$ cat src/rtl/uart_ram_dumper.sv
// uart_ram_dumper: on a halt rising edge, reads a RAM window over the debug port and streams it as UART 8N1 framed by A5/5A.
module uart_ram_dumper #(
   parameter int unsigned CLK_FREQ   = 50000000,
   parameter int unsigned BAUD       = 115200,
   parameter logic [31:0] DUMP_BASE  = 32'h0000_0000,
   parameter int unsigned DUMP_WORDS = 1024
) (
   input  logic        clk,
   input  logic        nrst,
   input  logic        halt,
   output logic        ram_override,
   output logic        ram_req,
   output logic [31:0] ram_addr,
   input  logic [31:0] ram_rdata,
   input  logic        ram_ready,
   output logic        txd,
   output logic        busy,
   output logic        done
);
   localparam int unsigned CPB    = CLK_FREQ / BAUD;
   localparam int unsigned BW     = $clog2(CPB);
   localparam logic [BW-1:0] RELOAD = BW'(CPB - 1);
   localparam logic [15:0] LAST   = 16'(DUMP_WORDS - 1);
   typedef enum logic [2:0] {IDLE, HDR, REQ, SEND, TRL, DONE} state_t;
   state_t        state_q;
   logic          halt_q, arm_q, ovr_q, req_q, busy_q, done_q;
   logic [15:0]   wc_q;
   logic [31:0]   buf_q;
   logic [2:0]    cnt_q;
   logic          tx_busy_q, txd_q;
   logic [BW-1:0] baud_q;
   logic [3:0]    bit_q;
   logic [7:0]    sh_q;
   logic          start, tx_rdy, tx_state, tx_ld, fin;
   logic [2:0]    nbytes;
   logic [7:0]    tx_byte;
   // arm_q keeps a halt that is already high out of reset from counting as an edge
   assign start    = halt & ~halt_q & arm_q;
   // ready also on the last stop-bit cycle so consecutive frames abut with no idle gap
   assign tx_rdy   = ~tx_busy_q | (bit_q == 4'd9 && baud_q == '0);
   assign tx_state = state_q == HDR || state_q == SEND || state_q == TRL;
   assign nbytes   = state_q == SEND ? 3'd4 : 3'd1;
   assign tx_byte  = state_q == HDR ? 8'hA5 : state_q == TRL ? 8'h5A : buf_q[7:0];
   assign tx_ld    = tx_state && tx_rdy && cnt_q < nbytes;
   assign fin      = tx_state && tx_rdy && cnt_q == nbytes;
   assign ram_override = ovr_q;
   assign ram_req      = req_q;
   assign ram_addr     = DUMP_BASE + {14'd0, wc_q, 2'b00};
   assign txd          = txd_q;
   assign busy         = busy_q;
   assign done         = done_q;
   always_ff @(posedge clk or negedge nrst) begin
      if (!nrst) begin
         tx_busy_q <= 1'b0;
         txd_q     <= 1'b1;
         baud_q    <= '0;
         bit_q     <= 4'd0;
         sh_q      <= 8'hFF;
      end else if (tx_ld) begin
         tx_busy_q <= 1'b1;
         txd_q     <= 1'b0;
         baud_q    <= RELOAD;
         bit_q     <= 4'd0;
         sh_q      <= tx_byte;
      end else if (tx_busy_q) begin
         if (baud_q != '0) begin
            baud_q <= baud_q - BW'(1);
         end else if (bit_q == 4'd9) begin
            tx_busy_q <= 1'b0;
         end else begin
            bit_q  <= bit_q + 4'd1;
            baud_q <= RELOAD;
            txd_q  <= sh_q[0];
            sh_q   <= {1'b1, sh_q[7:1]};
         end
      end
   end
   always_ff @(posedge clk or negedge nrst) begin
      if (!nrst) begin
         state_q <= IDLE;
         halt_q  <= 1'b0;
         arm_q   <= 1'b0;
         ovr_q   <= 1'b0;
         req_q   <= 1'b0;
         busy_q  <= 1'b0;
         done_q  <= 1'b0;
         wc_q    <= 16'd0;
         buf_q   <= 32'd0;
         cnt_q   <= 3'd0;
      end else begin
         halt_q <= halt;
         if (!halt) arm_q <= 1'b1;
         if (tx_ld) begin
            cnt_q <= cnt_q + 3'd1;
            if (state_q == SEND) buf_q <= {8'd0, buf_q[31:8]};
         end
         case (state_q)
            IDLE: if (start) begin
               state_q <= HDR;
               busy_q  <= 1'b1;
               ovr_q   <= 1'b1;
               wc_q    <= 16'd0;
               cnt_q   <= 3'd0;
            end
            HDR: if (fin) begin
               cnt_q   <= 3'd0;
               state_q <= REQ;
               req_q   <= 1'b1;
            end
            REQ: if (ram_ready) begin
               buf_q   <= ram_rdata;
               req_q   <= 1'b0;
               state_q <= SEND;
            end
            SEND: if (fin) begin
               cnt_q   <= 3'd0;
               wc_q    <= wc_q + 16'd1;
               state_q <= wc_q == LAST ? TRL : REQ;
               req_q   <= wc_q != LAST;
            end
            TRL: if (fin) begin
               cnt_q   <= 3'd0;
               state_q <= DONE;
               ovr_q   <= 1'b0;
               busy_q  <= 1'b0;
               done_q  <= 1'b1;
            end
            DONE: if (!halt) begin
               done_q  <= 1'b0;
               state_q <= IDLE;
            end
            default: state_q <= IDLE;
         endcase
      end
   end
endmodule

$ cat config.mk
export PLATFORM = sky130hd
export DESIGN_NAME = uart_ram_dumper
export DESIGN_NICKNAME = d
export VERILOG_FILES = /design/src/rtl/uart_ram_dumper.sv
export SDC_FILE = /design/constraint.sdc
export NUM_CORES = 1
export LEC_CHECK = 0
export CAP_MARGIN = 20
export CELL_PAD_IN_SITES_DETAIL_PLACEMENT = 1
export CELL_PAD_IN_SITES_GLOBAL_PLACEMENT = 1
export CORE_MARGIN = 3
export CORE_UTILIZATION = 37
export CTS_CLUSTER_DIAMETER = 40
export CTS_CLUSTER_SIZE = 12
export DETAILED_ROUTE_END_ITERATION = 6
export PLACE_DENSITY_LB_ADDON = 0.1
export SYNTH_ARGS = -nofsm -noshare
export SYNTH_HDL_FRONTEND = slang
export SYNTH_SLANG_ARGS = --single-unit
$ cat constraint.sdc
create_clock -name clk -period 2.46 [get_ports clk]
set_clock_uncertainty 0.1 [all_clocks]
set_input_delay 0.369 -clock clk [delete_from_list [all_inputs] [get_ports clk]]
set_output_delay 0.369 -clock clk [all_outputs]
set_load 0.1 [all_outputs]
# Yosys cells after proc, flatten, opt, wreduce, memory -nomap -nowiden
# Cells that the tools add are included.
# word_totals
reg_bits	82
inputBits	36
out_inout_bits	37
elab_cells	115
# classes
addsub	4
order_cmp	1
n_eq_ne	18
mux	51
bitwise	5
reduce_logical	22
# op_table
op	n
32-bit two-way mux	4
8-bit two-way mux	6
9-bit two-way mux	4
3-bit two-way mux	11
16-bit two-way mux	2
16-bit case mux with 2 select lines	1
3-bit case mux with 6 select lines	1
16-bit by 1-bit adder with 16-bit output, second input constant	1
16-bit by 10-bit == test with 1-bit output, second input constant	1
4-bit two-way mux	4
16-bit by 10-bit inequality test with 1-bit output, second input constant	1
2-bit inequality test, second input constant	8
1-bit two-way mux	14
3-bit AND reduction	4
9-bit logical NOT	1
9-bit nonzero test	1
9-bit by 1-bit subtractor with 9-bit output, second input constant	1
2-bit nonzero test	4
3-bit by 2-bit == test with 1-bit output, second input constant	2
3-bit == test, second input constant	2
3-bit case mux with 2 select lines	1
6-bit AND reduction	1
4-bit by 1-bit adder with 4-bit output, second input constant	1
4-bit == test, second input constant	1
17 further kinds	24

# Logic depth before layout (Yosys ltp)
# logic_depth
depth_word	8
mapped_depth	10

# Least setup slack after synthesis
# No wires, ideal clock.
# synth_path
kind	reg2reg
startpoint	register wc_q[4]
endpoint	register wc_q[12]
setup_ns	0.132
arrival_ns	2.182
required_ns	2.228
path_slack_ns	0.047
stages_incl_launch_ff	7
synth_period_minus_slack_ns	2.413
path_cell_list	dfrtp_1 > and4_1 > clkbuf_1 > nand4_1 > nor4_1 > xnor2_1 > nor2_1
# synth_between
elab_chain_len	3
# synth_rtl
item	line	text
start, declared	27	logic [15:0] wc_q;
start signal, assigned	117	wc_q <= wc_q + 16'd1;
16-bit by 1-bit adder with 16-bit output	117	
16-bit two-way mux	115	SEND: if (fin) begin
16-bit case mux with 2 select lines	97	case (state_q)
# Every way passes these cells. The select of a mux whose other input is x is not followed.
# A chain may end at the register's enable or synchronous reset.

# Final worst setup path
# layout_path
startpoint	register baud_q[0]
endpoint	register buf_q[20]
# layout_between
elab_chain_len	8
# layout_rtl
item	line	text
start, declared	31	logic [BW-1:0] baud_q;
start signal, assigned	67	baud_q <= baud_q - BW'(1);
9-bit logical NOT (*)	40	assign tx_rdy = ~tx_busy_q | (bit_q == 4'd9 && baud_q == '0);
1-bit logical AND (*)	40	
1-bit OR (*)	40	
1-bit logical AND (*) (2 in a row)	44	assign tx_ld = tx_state && tx_rdy && cnt_q < nbytes;
32-bit two-way mux (*)	93	if (tx_ld) begin
32-bit two-way mux	110	REQ: if (ram_ready) begin
32-bit two-way mux (*)	97	
end signal, assigned	95	if (state_q == SEND) buf_q <= {8'd0, buf_q[31:8]};
end signal, assigned	111	buf_q <= ram_rdata;
end, declared	28	logic [31:0] buf_q;
# Mark *: on every way between the ends. The rest lies on a longest branch, timed or not.

==> results by group <==
Logic synthesis
  – Ys async rst share: 1.00
  – Synth area leaders: dfrtp_1 (42%), dfstp_2 (5.4%), nor2_1 (4.5%)
  – Largest family of logic cells by synthesized area: simple AND/OR/NAND/NOR gates
  – Top_reg_cell synth: dfrtp_1
  – Post-synth EDFFs: 0
  – Post-Synthesis Cell Area: between 4000 and 5000 sq um
  – Post-Synthesis Cells: ~470
  – Share of Yosys cell area claimed by the top area cell type: 0.415
  – Synth Area in Simple Gates: 0.219
  – Syn_area_per_cell: approximately 9.4 sq um
  – Netlist cell types: 58
  – YS warnings: 0
  – XOR/XNOR Fraction of Synth Area: 0.0398
  – Adder-Cell Fraction of Synth Area: 0.0227
  – Leading post-synthesis cells by instance count: dfrtp_1 (73), nor2_1 (53), nand2_1 (50), a21oi_1 (36)
  – Seq cells post-synth: about 80
  – Mux contribution to synthesized area: 0.0208
  – Seq/Total Area, Yosys: 0.469
  – Cell with the most instances after synthesis: dfrtp_1
  – Post-synthesis compound-gate area fraction: 0.163
  – Area leader, netlist: dfrtp_1

Clock network
  – Total CTS buffers: 9
  – Clk Tree Root Cell: clkbuf_16
  – CTS clock-pin slew for the worst setup and hold paths: around 0.06 ns
  – Bufs on Longest Clock Path: 2
  – CTS tree: built
  – # clock sinks: 82
  – CTS H-tree lvls: 3
  – Worst-Skew Late Latency: 0.34 ns

Floorplanning
  – Initial Util: 0.382
  – Top Ports: 73
  – Std cell rows: 39
  – Die Area: around 13,000 sq um
  – Die Y: 115 um
  – Die width: about 120 um
  – CORE AREA: about 12,000 sq um

Power
  – Final Power: a little over 7000 uW
  – Max VDD drop: roughly 0.45 mV
  – Pwr Density: approximately 1300 nW/um^2
  – Leakage: around 0.0024 uW

Setup path
  – Critical path launch point type: register
  – Worst EP arrival: approximately 2.5 ns
  – Crit end category: register
  – Crit path max fanout: 24
  – Worst EP required: 2.58 ns
  – Critical path type: reg -> reg

Global route
  – Congestion Overflow GR: 0
  – Largest net degree at the start of global routing: 49
  – Initial antenna violation count: 0
  – Vias in the first global route: approximately 4,000
  – First-pass GRT wire length: approximately 20 mm
  – Total track usage: 0.188

Routing
  – Total routed wirelength: ~12 mm
  – WL per Instance: 17.2 um
  – Avg Vias per Cell: 5.47
  – Vias: ~3,800
  – Initial DRT Pass Iterations: 4
  – DRC: 0
  – Initial drt markers: 189
  – Routed Antenna Nets: 0

Finish
  – P&R area growth vs syn: 26.5%
  – Layout cell share with drive strength beyond 1: 0.174
  – Storage element area: around 2100 sq um
  – Diode count: 0
  – Filler Cell Count: 1,337
  – Post-route cell area: between 5000 and 6000 sq um
  – Nets@finish: approximately 590
  – Area of the multi-input gates: 2140 sq um

Place
  – PortBufs: between 50 and 60
  – Pre-CTS setup slack: between 0.07 and 0.08 ns
  – GPL Wtd Cong: 0.844
  – Post-detail-place hpwl: slightly above 8 mm
  – Placement Cell Area: between 5000 and 6000 sq um

STA
  – Final hold viol count: 0
  – Final max-slew violation count: 0
  – RSZ-0062 raised after global routing: yes
  – Final TNS setup: 0 ns
  – Post-route worst setup slack: about 0.098 ns
  – Setup violators final: 0
  – Max Clk Rate: approximately 0.42 GHz
  – Slew headroom: 0.661
  – Clock period minus worst slack: 2.36 ns
  – WHS: 0.393 ns
  – Tcrit/Tclk final: 0.960
  – Worst Tran Pin Value: between 0.5 and 0.6 ns

Job
  – Max-capacitance violation count: 0

Status
  – Status: finished clean

Worst hold path
  – Hold Path Class: reg -> reg
layout by cell type (no fill, tap or decap), types with 2 or more instances in the layout:
cell and n:
conb_1 16, ha_1 8, a21oi_1 36, a31oi_1 4, a211oi_1 7, nand3b_1 3, xnor2_1 14, nor2_1 53
and4_1 4, or3_1 2, a221o_1 16, nand4_1 6, clkbuf_16 9, nor2b_1 3, and3b_1 3, buf_12 6
mux2i_1 8, nand2b_1 3, clkbuf_1 2, nand2_2 2, nor4_1 7, o22ai_1 2, dfstp_2 9, clkdlybuf4s50_1 34
and3_1 22, inv_1 10, dfrtp_1 73, nand2_1 48, inv_2 2, o21ai_0 22, nor3_1 7, clkinv_2 2
nand3_1 13, xor2_1 6, buf_4 49
registers in the layout (all words and copies together) (netlist names), 3 cells and up:
signal and count:
cnt_q 3, wc_q 16, buf_q 32, baud_q 9, sh_q 8, bit_q 4, state_q 3
per-stage QoR:
stage / std cells / util
6_report: 689 / 0.483
2_1_floorplan: 483 / -
3_3_place_gp: 672 / 0.453
5_1_grt: 689 / 0.483
4_1_cts: 688 / 0.479
3_5_place_dp: 672 / 0.453
worst paths after layout:
kind	startpoint	to	slack, ns	cells after the start
min in group asynchronous	nrst	baud_q[8]	0.45	2
setup reg to reg	baud_q[0]	buf_q[20]	0.1	8
setup / recovery	baud_q[0]	buf_q[20]	0.1	8
hold reg to reg	arm_q	arm_q	0.39	1
max in group asynchronous	nrst	sh_q[2]	1.12	3
hold / removal	arm_q	arm_q	0.39	1
layer usage:
| metal | vias to the layer above | track usage | share of wire |
|---|---|---|---|
| met1 | 1887 | 0.246 | 0.45 |
| met2 | 61 | 0.309 | 0.50 |
| met4 | 0 | 0.0798 | 0.019 |
| li1 | 1806 | - | - |
| met3 | 15 | 0.0321 | 0.030 |
| met5 | - | 0 | 0 |
cell families after synthesis:
| family | after synthesis |
|---|---|
| other | 1 |
| AO/OA/AOI/OAI | 106 |
| AND/OR/NAND/NOR | 187 |
| buffers and inverters | 55 |
| flip-flops | 82 |
| multiplexers | 9 |
| adder cells (fa/ha/maj) | 8 |
| XOR/XNOR | 20 |
where the power goes:
part,switching (uW),internal [uW]
clock,543,806
sequential,467,1950
combinational,2210,1120
critical path, stage by stage (launching register included):
cell and delay, ns:
dfrtp_1 0.38, inv_2 0.07, ha_1 0.15, or4b_4 0.49, o31ai_4 0.29, nand3_2 0.13, buf_12 0.18, and3_1 0.18
a221o_1 0.25
what timing repair did:
action / CTS / global route
buffers inserted: 0 / 1
endpoints found under the setup margin: 0 / 18
hold buffers: 1 / 0
endpoints found under the hold margin: 34 / 0
gates resized for setup: 0 / 11
cell type report:
| type | count | area share |
|---|---|---|
| flip-flops and latches | 82 | 0.371 |
| well taps | 143 | 0.0321 |
| clock buffers | 12 | 0.0443 |
| inverters | 12 | 0.00809 |
| repair buffers | 91 | 0.153 |
| clock inverters | 3 | 0.00719 |
| multi-input cells | 346 | 0.385 |
(Power assumes the default switching activity.)
==> variant (config.mk and constraints unchanged) <==
Put one more register stage on the output `ram_override`, cleared by the reset. The value now appears one clock later. The other outputs are not delayed to match.
--- a/src/rtl/uart_ram_dumper.sv
+++ b/src/rtl/uart_ram_dumper.sv
@@ -45,3 +45,9 @@
    assign fin      = tx_state && tx_rdy && cnt_q == nbytes;
-   assign ram_override = ovr_q;
+   always_ff @(posedge clk or negedge nrst) begin
+      if (!nrst) begin
+         ram_override <= '0;
+      end else begin
+         ram_override <= ovr_q;
+      end
+   end
    assign ram_req      = req_q;
Formal check against the unedited RTL: not equivalent (a bounded check fails within 4 cycles, from zero or initial values and one cycle with nrst low).
==> variant against the original RTL <==
The flow now finishes with violations (setup timing). Sequential share of layout area decreased by 0.26 points. Via count decreased by 2.5%. Wire length about the same. Synthesized area decreased by 3.4%. Sequential cell count increased by 1. Synthesized cell count decreased by 1.9%. Non-clock buffer count increased by 17. Total power increased by 3.8%. Cell area increased by 2.0%. Count of clock-buffer cells in the layout decreased by 1. Worst setup slack got worse by 0.20 ns. First-iteration DRC count decreased by 2.1%. Critical path type unchanged. Highest routed layer unchanged.
==> variant: results <==
{
  "synthTopCellsByArea": "dfrtp_1 (44%), nand2_1 (6.0%), dfstp_2 (5.6%), xnor2_1 (4.5%), nor2_1 (4.3%)",
  "fin_nets": 594,
  "grt_pass1_vias": 3881,
  "grt_max_degree": 44,
  "p_sw_w": 0.00340,
  "vdd_drop_max_v": 0.000894,
  "place_ws_ns": -0.0494,
  "status": "complete, but fails checks",
  "gp_congestion": 0.801,
  "final.setup.tns_ns": -1.33,
  "max_stage_delay_ns": 0.47,
  "crit_cells": 7,
  "ys_types": 50,
  "worstMarginPinSlew_ns": 0.563,
  "p_leak_nw": 2.52,
  "cp_max_fo": 9,
  "setup_slack_ns": -0.0970,
  "grt.total_usage_pct": 18.1,
  "seq_area_frac_synth_pct": 49.1,
  "dp_hpwl_um": 7930,
  "rr_worst_depth": 7,
  "setup_viol": 19,
  "grt_pass1_wl_um": 18800,
  "arrival_ns": 2.68,
  "routedWlPerCell_um": 17.0,
  "violations": "setup timing"
}
## variant: cell families after synthesis
group / Yosys count / share of synthesized area, %
other: 1 / 0.0882
adder cells (fa/ha/maj): 8 / 2.36
multiplexers: 1 / 0.236
AND/OR/NAND/NOR: 195 / 22.0
AO/OA/AOI/OAI: 95 / 15.0
buffers and inverters: 54 / 6.59
flip-flops: 83 / 49.1
XOR/XNOR: 22 / 4.53
## variant: per-stage QoR
stage	instance area, um2	instances	hold WS [ns]	power (W)	utilization (%)
6_report	5680	695	0.305	0.00736	51.5
5_1_grt	5680	695	0.335	0.00781	51.5
4_1_cts	5430	683	0.308	0.00714	49.2
3_5_place_dp	5110	665	0.295	0.00574	46.3
3_3_place_gp	5110	665	0.285	0.00562	46.3
2_1_floorplan	4370	474	-0.0266	0.00479	-
## variant: repair_timing
item	4_1_cts	5_1_grt
buffers inserted	1	10
gates cloned	0	2
hold buffers	1	0
pin swaps	1	5
endpoints found under the hold margin	31	0
gates resized for setup	4	32
endpoints found under the setup margin	28	44
## variant: worst paths after layout
kind / start / to / slack, ns
setup / recovery: baud_q[0]$_DFFE_PN0P_ / buf_q[15]$_DFF_PN0_ / -0.1
hold reg to reg: busy$_DFFE_PN0P_ / ram_override$_DFF_PN0_ / 0.31
setup reg to reg: baud_q[0]$_DFFE_PN0P_ / buf_q[15]$_DFF_PN0_ / -0.1
max in group asynchronous: nrst / wc_q[0]$_DFFE_PN0P_ / 1.16
min in group asynchronous: nrst / wc_q[13]$_DFFE_PN0P_ / 0.47
hold / removal: busy$_DFFE_PN0P_ / ram_override$_DFF_PN0_ / 0.31
## variant: final cells by class
cell class	instances	area (um2)
Clock buffer	11	243
Fill cell	1246	5350
Inverter	10	42.5
Clock inverter	5	52.6
Timing Repair Buffer	108	963
Multi-Input combinational cell	338	2110
Sequential cell	83	2090
Tap cell	140	175
## variant: power groups by stage
stage               Clock (W)  Sequential [W]  Combinational, W
finish                0.00136         0.00248           0.00352
global route          0.00148         0.00257           0.00376
CTS                   0.00140         0.00247           0.00327
detailed placement          0         0.00249           0.00325
global placement            0         0.00246           0.00316
floorplan                   0         0.00358           0.00121
## variant: per-layer routing
metal	global-route usage (%)	vias to the layer above	wire length (um)
li1	-	1765	-
met1	22.5	1819	5290
met2	31.3	73	5870
met3	3.48	19	433
met4	6.65	0	241
met5	0	-	0
